--- src/rtl/id_scoreboard.sv ---
// Decode-stage register scoreboard: counts in-flight long-latency writes per GPR
// and holds the instruction in ID until its sources and destination are free.
module id_scoreboard #(
    parameter int MAX_PER_REG     = 3,
    parameter int MAX_OUTSTANDING = 4
) (
    input  logic        clk,
    input  logic        rst_n,
    input  logic        id_valid,
    input  logic [4:0]  id_raddr1,
    input  logic [4:0]  id_raddr2,
    input  logic [4:0]  id_waddr,
    input  logic        id_we,
    input  logic        id_long,
    output logic        id_ready,
    input  logic        wb_valid,
    input  logic [4:0]  wb_waddr,
    input  logic        flush,
    output logic [31:0] busy,
    output logic [31:0] stall_cycles,
    output logic        sb_err
);
    localparam int CW = $clog2(MAX_PER_REG + 1);
    localparam int OW = $clog2(MAX_OUTSTANDING + 1);

    logic [31:0]   busy_q, busy_d;
    logic [31:0]   sat;
    logic [OW-1:0] total_q, total_d;
    logic [31:0]   stall_q, stall_d;
    logic          err_q, err_d;
    logic          raw1, raw2, waw_sat, cap_full;
    logic          long_wr, alloc, retire, wb_orphan;

    // busy_q mirrors (cnt != 0) exactly, so it doubles as the pending flag for hazards.
    assign raw1     = busy_q[id_raddr1];
    assign raw2     = busy_q[id_raddr2];
    assign long_wr  = id_we && id_long && (id_waddr != 5'd0);
    assign waw_sat  = long_wr && sat[id_waddr];
    assign cap_full = long_wr && (total_q == OW'(MAX_OUTSTANDING));
    assign id_ready = !(raw1 || raw2 || waw_sat || cap_full);

    assign alloc     = id_valid && id_ready && long_wr;
    assign retire    = wb_valid && (wb_waddr != 5'd0) && busy_q[wb_waddr];
    assign wb_orphan = wb_valid && (wb_waddr != 5'd0) && !busy_q[wb_waddr];

    assign busy_d[0] = 1'b0;
    assign sat[0]    = 1'b0;

    genvar gi;
    generate
        for (gi = 1; gi < 32; gi++) begin : g_reg
            logic [CW-1:0] cnt_q, cnt_d;
            logic          inc, dec;

            assign inc = alloc  && (id_waddr == 5'(gi));
            assign dec = retire && (wb_waddr == 5'(gi));

            // A simultaneous alloc and retire on the same register cancel out.
            always_comb begin
                cnt_d = cnt_q;
                if (flush)
                    cnt_d = '0;
                else if (inc && !dec)
                    cnt_d = cnt_q + 1'b1;
                else if (dec && !inc)
                    cnt_d = cnt_q - 1'b1;
            end

            always_ff @(posedge clk or negedge rst_n) begin
                if (!rst_n)
                    cnt_q <= '0;
                else
                    cnt_q <= cnt_d;
            end

            assign busy_d[gi] = (cnt_d != '0);
            assign sat[gi]    = (cnt_q == CW'(MAX_PER_REG));
        end
    endgenerate

    always_comb begin
        total_d = total_q;
        if (flush)
            total_d = '0;
        else if (alloc && !retire)
            total_d = total_q + 1'b1;
        else if (retire && !alloc)
            total_d = total_q - 1'b1;

        stall_d = stall_q;
        if (id_valid && !id_ready && (stall_q != 32'hFFFF_FFFF))
            stall_d = stall_q + 32'd1;

        // Completions that arrive during a flush belong to discarded producers.
        err_d = err_q || (wb_orphan && !flush);
    end

    always_ff @(posedge clk or negedge rst_n) begin
        if (!rst_n) begin
            busy_q  <= '0;
            total_q <= '0;
            stall_q <= '0;
            err_q   <= 1'b0;
        end else begin
            busy_q  <= busy_d;
            total_q <= total_d;
            stall_q <= stall_d;
            err_q   <= err_d;
        end
    end

    assign busy         = busy_q;
    assign stall_cycles = stall_q;
    assign sb_err       = err_q;
endmodule

--- config.mk ---
export PLATFORM = sky130hd
export DESIGN_NAME = id_scoreboard
export DESIGN_NICKNAME = d
export VERILOG_FILES = /design/src/rtl/id_scoreboard.sv
export SDC_FILE = /design/constraint.sdc
export NUM_CORES = 1
export LEC_CHECK = 0
export ABC_AREA = 0
export CELL_PAD_IN_SITES_DETAIL_PLACEMENT = 1
export CELL_PAD_IN_SITES_GLOBAL_PLACEMENT = 2
export CORE_MARGIN = 1
export CORE_UTILIZATION = 37
export CTS_CLUSTER_SIZE = 16
export DETAILED_ROUTE_END_ITERATION = 6
export HOLD_SLACK_MARGIN = 0.02
export PLACE_DENSITY = 0.9
export SLEW_MARGIN = 20
export SYNTH_ARGS = -nofsm -noshare
export SYNTH_HDL_FRONTEND = slang
export SYNTH_SLANG_ARGS = --single-unit
--- constraint.sdc ---
create_clock -name clk -period 3.4 [get_ports clk]
set_input_delay 0.68 -clock clk [delete_from_list [all_inputs] [get_ports clk]]
set_output_delay 0.68 -clock clk [all_outputs]
set_load 0.01 [all_outputs]
==> metrics.csv, run 1 <==
stage,metric,value,unit
run_status,outcome,"finished, violations left",
run_status,violations,setup timing,
synthesis,synthTopCellsByArea,"dfrtp_1 33%, xnor2_1 7.4%, mux2i_1 7.3%, ha_1 4.1%, nor2_1 3.6%",
synthesis,async_flop_share,100,%
clock_network,numCtsBuffers,17,
routing,ant_nets,0,
setup_path,cp-end-kind,flop,
sta,report.final.slew_viol_count,0,
routing,dr_total_vias,10657,
global_route,grt_max_degree,78,
routing,dr.pass1.iters,6,
die,initial_core_util,37.7,%
setup_path,crit_start,id_raddr2[1],
setup_path,required,3730,ps
synthesis,syn_avg_cell_area,9.20,sq um
final_layout,fin_area,13900,sq um
sta,setup_viol,29,
synthesis,syn-instance-count,1064,
placed_design,portBuffers,91,
power,peakVddDrop,0.000303,V
clock_network,clockBufferDepth,2,
global_route,gr-total-overflow,0,
final_layout,antenna_cells,0,
sta,final_hold_viol_count,0,
clock_network,tritoncts,done,
die,die_area,27100,sq um
clock_network,cts_sinks,129,
die,rows,59,
synthesis,synth_top_cell_by_area,dfrtp_1,
routing,wire_per_inst,24.7,microns
synthesis,synth_seq_cells,129,
clock_network,cts_root_buffer,clkbuf_16,
clock_network,clk_latency,450,ps
final_layout,area.growth.synth_to_final,41.9,%
die,ios,93,
routing,drt-total-wl,42.6,mm
synthesis,ys.flop_type,dfrtp_1,
synthesis,synth_seq_area_share,33.0,%
placed_design,dp_hpwl,28.0,mm
die,die_w,165,microns
sta,relSlewSlack,45.6,%
power,power_density,328,nW/um^2
synthesis,ys_top_cells_by_count,"129 x dfrtp_1, 94 x nor2_1, 83 x xnor2_1",
sta,fin_ws,-103,ps
final_layout,drive_gt1_share,28.2,%
global_route,antenna_found_initial,0,
placed_design,post_dp_cell_area,12700,sq um
global_route,grt_pass1_wl,61.3,mm
clock_network,hold_buffers,0,
setup_path,r2r_cells,10,
clock_network,cts.clk_slew.worst_paths,70,ps
setup_path,worstSetupPathType,input port to flop,
worst_hold_path,min_path_type,input port to async pin,
clock_network,cts_htree_levels,4,
final_layout,final_nets,1435,
sta,clock.fmax,0.285,GHz
sta,rsz0062_at_grt,true,
placed_design,gp_congestion,0.937,
setup_path,crit_path_start_kind,input port,
setup_path,reg2reg_from,busy[12]$_DFF_PN0_,
routing,drcViolationCount,0,
global_route,grt_util_all_layers,29.8,%
synthesis,syn_area,9790,sq um
sta,worstMarginPinSlew,804,ps
flow_run,maxCapViolations,0,
synthesis,ys_warn_count,0,
setup_path,critPathArrivalTime,3830,ps
setup_path,critPathMaxFanout,6,
sta,finalCriticalPeriod,3500,ps
routing,drt_iter0_drc,1059,
die,die_y,165,microns
synthesis,syn_nets,1124,
synthesis,yosysTopAreaCellShare,33.0,%
routing,vias_per_cell,6.19,
synthesis,yosys.cell_types.count,79,
die,core-area,26000,sq um
synthesis,yosysMostFrequentCell,dfrtp_1,
sta,period_share,103,%
global_route,grt_pass1_vias,10837,
sta,finalSetupTns,-1160,ps
power,p_leak,6.18,nW
sta,finalClockSkew,14.7,ps
synthesis,synth_edf_count,0,
per-stage QoR:
step,utilization (%),power [mW],worst slack [ps],hold WS [ps],std cells
after detailed placement,49.0,2.43,-816,478,1661
after CTS,52.5,4.49,-76.8,326,1712
after global routing,53.5,4.68,-121,355,1723
after floorplan,-,2.02,-10.9,384,1064
final,53.5,4.56,-103,238,1723
after global placement,49.0,2.40,-864,474,1661
worst paths after layout:
kind	to	slack, ps
setup / recovery	busy[14]$_DFF_PN0_	-100
hold / removal	busy[20]$_DFF_PN0_	240
setup reg to reg	busy[14]$_DFF_PN0_	-100
hold reg to reg	stall_cycles[30]$_DFFE_PN0P_	480
max in group asynchronous	stall_cycles[26]$_DFFE_PN0P_	2470
min in group clk	stall_cycles[30]$_DFFE_PN0P_	480
state kept, by name (all words and copies together) (netlist names):
signal	count
busy	31
stall_cycles	32
sb_err	1
total_q	3
g.cnt_q	62
area by class of cell:
class | instances | area, sq um
fill | 2934 | 12100
multi-input combinational | 833 | 6390
sequential | 129 | 3230
timing repair buffer | 354 | 3080
clock buffer | 18 | 439
tap | 335 | 419
clock inverter | 14 | 191
inverter | 40 | 150
routing by layer:
metal / up-vias / share of wire [%] / global-route usage, %
met5: - / 0 / 0
met4: 0 / 6.1 / 17.3
met3: 208 / 7.1 / 3.69
met2: 559 / 47 / 49.8
met1: 5307 / 40 / 36.8
li1: 4583 / - / -
worst max-delay path, stage by stage:
cell      delay [ps]
buf_2             80
buf_6            130
mux4_2           510
o22ai_1          250
a211oi_1         110
a311o_1          430
buf_6            160
buf_4            140
nor3_4           220
nand3_1          350
or3b_1           460
a32o_1           280
power by group:
group / leakage [nW] / internal, mW / switching (mW) / total [mW]
Combinational: 4.09 / 0.394 / 0.483 / 0.877
Clock: 0.304 / 1.20 / 0.840 / 2.04
Sequential: 1.78 / 1.58 / 0.0626 / 1.65
kinds of logic (layout without fill, tap and decap cells):
family	Yosys count	count (layout)	share of synthesized area [%]
other	1	1	0.0383
XOR/XNOR	94	94	8.41
multiplexers	101	101	12.2
adder cells (fa/ha/maj)	33	33	4.29
AO/OA/AOI/OAI	179	179	13.9
AND/OR/NAND/NOR	425	425	23.9
flip-flops	129	129	33.0
buffers and inverters	102	426	4.28
repair_timing:
action,in CTS,in global routing
gates cloned,2,2
gates resized for setup,41,39
endpoints found under the hold margin,0,0
setup endpoints to repair,57,79
pin swaps,16,16
buffers inserted,17,10
placed cells by master, fill, tap and decap left out, types with 15 or more instances in the layout:
cell type | Yosys | routed
a211oi_1 | 32 | 28
a21oi_1 | 27 | 26
and3_1 | 16 | 16
buf_4 | 4 | 234
buf_6 | 1 | 18
clkbuf_16 | 0 | 17
clkdlybuf4s50_1 | 0 | 75
dfrtp_1 | 129 | 129
ha_1 | 32 | 31
inv_1 | 38 | 38
mux2_2 | 16 | 15
mux2i_1 | 71 | 70
nand2_1 | 63 | 63
nand3_1 | 64 | 63
nand4_1 | 24 | 24
nor2_1 | 94 | 93
nor2b_1 | 17 | 15
nor3_1 | 25 | 22
xnor2_1 | 83 | 83
(Power assumes the default switching activity.)
==> run 2, diff against run 1 <==
Settings changed: ABC_AREA 0 to 1, CORE_UTILIZATION 37 to 32, GPL_TIMING_DRIVEN set to 0, PLACE_DENSITY 0.9 to 0.89.
==> run 2 against run 1 <==
Synthesized area shrank 2.0%; power is 5.0% higher; sequential cell count unchanged; the flow now finishes without violations; sequential power rose by 6%; die area rose by 13%; combinational power rose by 5.7%; largest power group unchanged; clock power increased by 3%; critical path type unchanged; final area is 16% lower; highest routed layer unchanged.
==> metrics.csv, run 2 <==
stage,metric,value,unit,change
synthesis,synthMuxAreaShare,0,%,-12 points
clock_network,numCtsBuffers,17,,unchanged
setup_path,critPathArrivalTime,3490,ps,-340 ps
final_layout,layout_common_cells,"488 x nand2_1, 297 x inv_1, 200 x nand3_1",,
sta,period_share,93.5,%,-9.6 points
sta,relSlewSlack,29.4,%,-16 points
placed_design,gp_congestion,0.883,,-5.7%
power,peakVddDrop,0.000291,V,-3.8%
die,die_y,175,microns,+6.4%
synthesis,synthSimpleGateAreaFrac,42.4,%,+18 points
synthesis,yosys.cell_types.count,38,,-52%
routing,dr.pass1.iters,5,,-1
setup_path,critPathMaxStageDelay,410,ps,-100 ps
sta,finalClockSkew,13.5,ps,-1.22 ps
setup_path,r2r_cells,13,,+3
synthesis,synth_top_cell_by_area,dfrtp_1,,
synthesis,ys_top_cells_by_count,"491 x nand2_1, 299 x inv_1, 200 x nand3_1",,
synthesis,async_flop_share,100,%,unchanged
global_route,antenna_found_initial,0,,unchanged
final_layout,area.growth.synth_to_final,21.8,%,
routing,drcViolationCount,0,,unchanged
clock_network,cts.clk_slew.worst_paths,60,ps,about the same
setup_path,cp.depth,17,,+5
routing,dr_total_vias,10080,,-5.4%
synthesis,syn_avg_cell_area,6.43,sq um,-30%
sta,final_hold_viol_count,0,,unchanged
clock_network,clk_latency,450,ps,about the same
clock_network,cts_sinks,129,,unchanged
sta,finalCriticalPeriod,3180,ps,-326 ps
routing,drt_iter0_drc,568,,-46%
routing,vias_per_cell,5.03,,-19%
global_route,grt_pass1_wl,56.7,mm,-7.4%
run_status,outcome,"complete, no violations",,
power,p_leak,6.60,nW,+6.9%
global_route,gr-total-overflow,0,,unchanged
placed_design,pre_cts_ws,-548,ps,+268 ps
die,die_area,30700,sq um,+13%
setup_path,crit_buf_inv,3,,-1
synthesis,yosysMostFrequentCell,nand2_1,,
final_layout,fin_cells,2002,,+16%
placed_design,portBuffers,84,,-7.7%
worst_hold_path,min_path_type,input port to async pin,,
final_layout,antenna_cells,0,,unchanged
synthesis,synth_fa_ha_area_share,4.38,%,+0.088 points
sta,setup_viol,0,,-100%
clock_network,tritoncts,done,,
flow_run,maxCapViolations,0,,unchanged
synthesis,synth_compound_area_share,2.32,%,-12 points
sta,report.final.slew_viol_count,0,,unchanged
final_layout,largest_reg_flops,62,,unchanged
sta,fin_ws,222,ps,+326 ps
setup_path,crit_top_cell,nand2_1,,
die,die_w,175,microns,+6.4%
synthesis,synth_seq_cells,129,,unchanged
setup_path,worstSetupPathType,input port to flop,,
setup_path,cp_top_family,simple AND/OR/NAND/NOR gates,,
sta,rsz0062_at_grt,true,,
synthesis,syn_nets,1553,,+38%
synthesis,yosysTopAreaCellShare,33.7,%,+0.68 points
die,rows,63,,+6.8%
placed_design,dp_hpwl,27.9,mm,-0.41%
global_route,grt_max_degree,78,,unchanged
synthesis,yosys.area_share.xor_xnor,2.74,%,-5.7 points
final_layout,final_util,39.5,%,-14 points
die,initial_core_util,32.5,%,-5.2 points
clock_network,hold_buffers,0,,unchanged
synthesis,synth_seq_area_share,33.7,%,+0.68 points
synthesis,syn_area,9590,sq um,-2.0%
synthesis,syn-instance-count,1493,,+40%
placed_design,dpl.cell_count,1968,,+18%
synthesis,synth_edf_count,0,,unchanged
global_route,grt_util_all_layers,24.2,%,-5.6 points
final_layout,drive_gt1_share,7.32,%,-21 points
setup_path,cp-end-kind,flop,,
die,core-area,29600,sq um,+14%
power,power_density,410,nW/um^2,+25%
final_layout,regMostFlops,g.cnt_q,,
synthesis,ys_warn_count,0,,unchanged
setup_path,crit_path_start_kind,input port,,
routing,ant_nets,0,,unchanged
final_layout,final_common_cell,nand2_1,,
synthesis,synth_top_family_by_area,simple AND/OR/NAND/NOR gates,,
die,ios,93,,unchanged
sta,worstMarginPinSlew,1060,ps,+255 ps
setup_path,slowest_stage,nor2_1,,
clock_network,cts_root_buffer,clkbuf_16,,
setup_path,cp_cell_sequence,dlygate4sd2_1 > nor2_1 > nand2_1 > o211ai_1 > nand2_1 > nand3_1 > nor2_1 > nor2_4 > buf_4 > nand2_1 > nand2_1 > inv_1 > fa_1 > xnor2_1 > nand2_1 > nand3_1 > o21ai_0,,
final_layout,final_nets,1660,,+16%
routing,wire_per_inst,17.9,microns,-28%
sta,clock.fmax,0.315,GHz,+10%
setup_path,required,3720,ps,about the same
synthesis,ys.flop_type,dfrtp_1,,
setup_path,critPathMaxFanout,10,,+4
global_route,grt_pass1_vias,10190,,-6.0%
synthesis,synthTopCellsByArea,"dfrtp_1 34%, nand2_1 19%, inv_1 12%, nand3_1 10%, ha_1 4.2%",,
clock_network,cts_htree_levels,4,,unchanged
power,report.power.total,4.79,mW,+5.0%
clock_network,clockBufferDepth,2,,unchanged
routing,drt-total-wl,35.9,mm,-16%
==> run 2: final timing paths <==
| path | from | end | slack, ps |
|---|---|---|---|
| setup / recovery | wb_waddr[0] | total_q[2]$_DFFE_PN0P_ | 220 |
| hold / removal | rst_n | g_reg[4].cnt_q[0]$_DFF_PN0_ | 220 |
| setup reg to reg | stall_cycles[0]$_DFFE_PN0P_ | stall_cycles[16]$_DFFE_PN0P_ | 390 |
| hold reg to reg | sb_err$_DFF_PN0_ | sb_err$_DFF_PN0_ | 530 |
| max in group asynchronous | rst_n | g_reg[28].cnt_q[0]$_DFF_PN0_ | 2470 |
| min in group clk | sb_err$_DFF_PN0_ | sb_err$_DFF_PN0_ | 530 |
==> run 2: power by group <==
part | total [mW] | leakage, nW | switching (mW) | internal, mW
logic | 0.927 | 4.53 | 0.576 | 0.351
clock network | 2.11 | 0.315 | 0.768 | 1.34
registers | 1.75 | 1.76 | 0.119 | 1.63
total | 4.79 | 6.60 | 1.46 | 3.33
==> run 2: cells by family after synthesis <==
logic type,count (synthesis)
fa+ha+maj,33
buf+inv,349
other cells,1
flops,129
xor+xnor,30
simple gates,911
compound gates,40
==> run 2: what timing repair did <==
action	in CTS	in global routing
pin swaps	1	1
resized for setup	27	7
buffers inserted	1	2
setup endpoints to repair	3	3
==> run 2: metal layers <==
metal / global-route usage (%) / up-vias / routed length, microns
met3: 3.07 / 60 / 1320
li1: - / 4847 / -
met4: 8.59 / 0 / 936
met1: 31.7 / 4935 / 16600
met5: 0 / - / 0
met2: 40.6 / 238 / 17000
==> run 2: final cells by class <==
cell class | instances | area (sq um)
Fill cell | 3852 | 17900
Multi-Input combinational cell | 1015 | 5020
Sequential cell | 129 | 3230
Inverter | 306 | 1150
Timing Repair Buffer | 88 | 891
Tap cell | 390 | 488
Clock buffer | 20 | 457
Buffer | 43 | 248
Clock inverter | 11 | 203
==> run 2: stage by stage <==
stage	hold slack (ps)	instance area, sq um	TNS [ps]
floorplan	384	9590	0
global placement	507	10900	-523080
detailed placement	512	11000	-18660
CTS	238	11700	0
global route	268	11700	-3.37
finish	218	11700	0
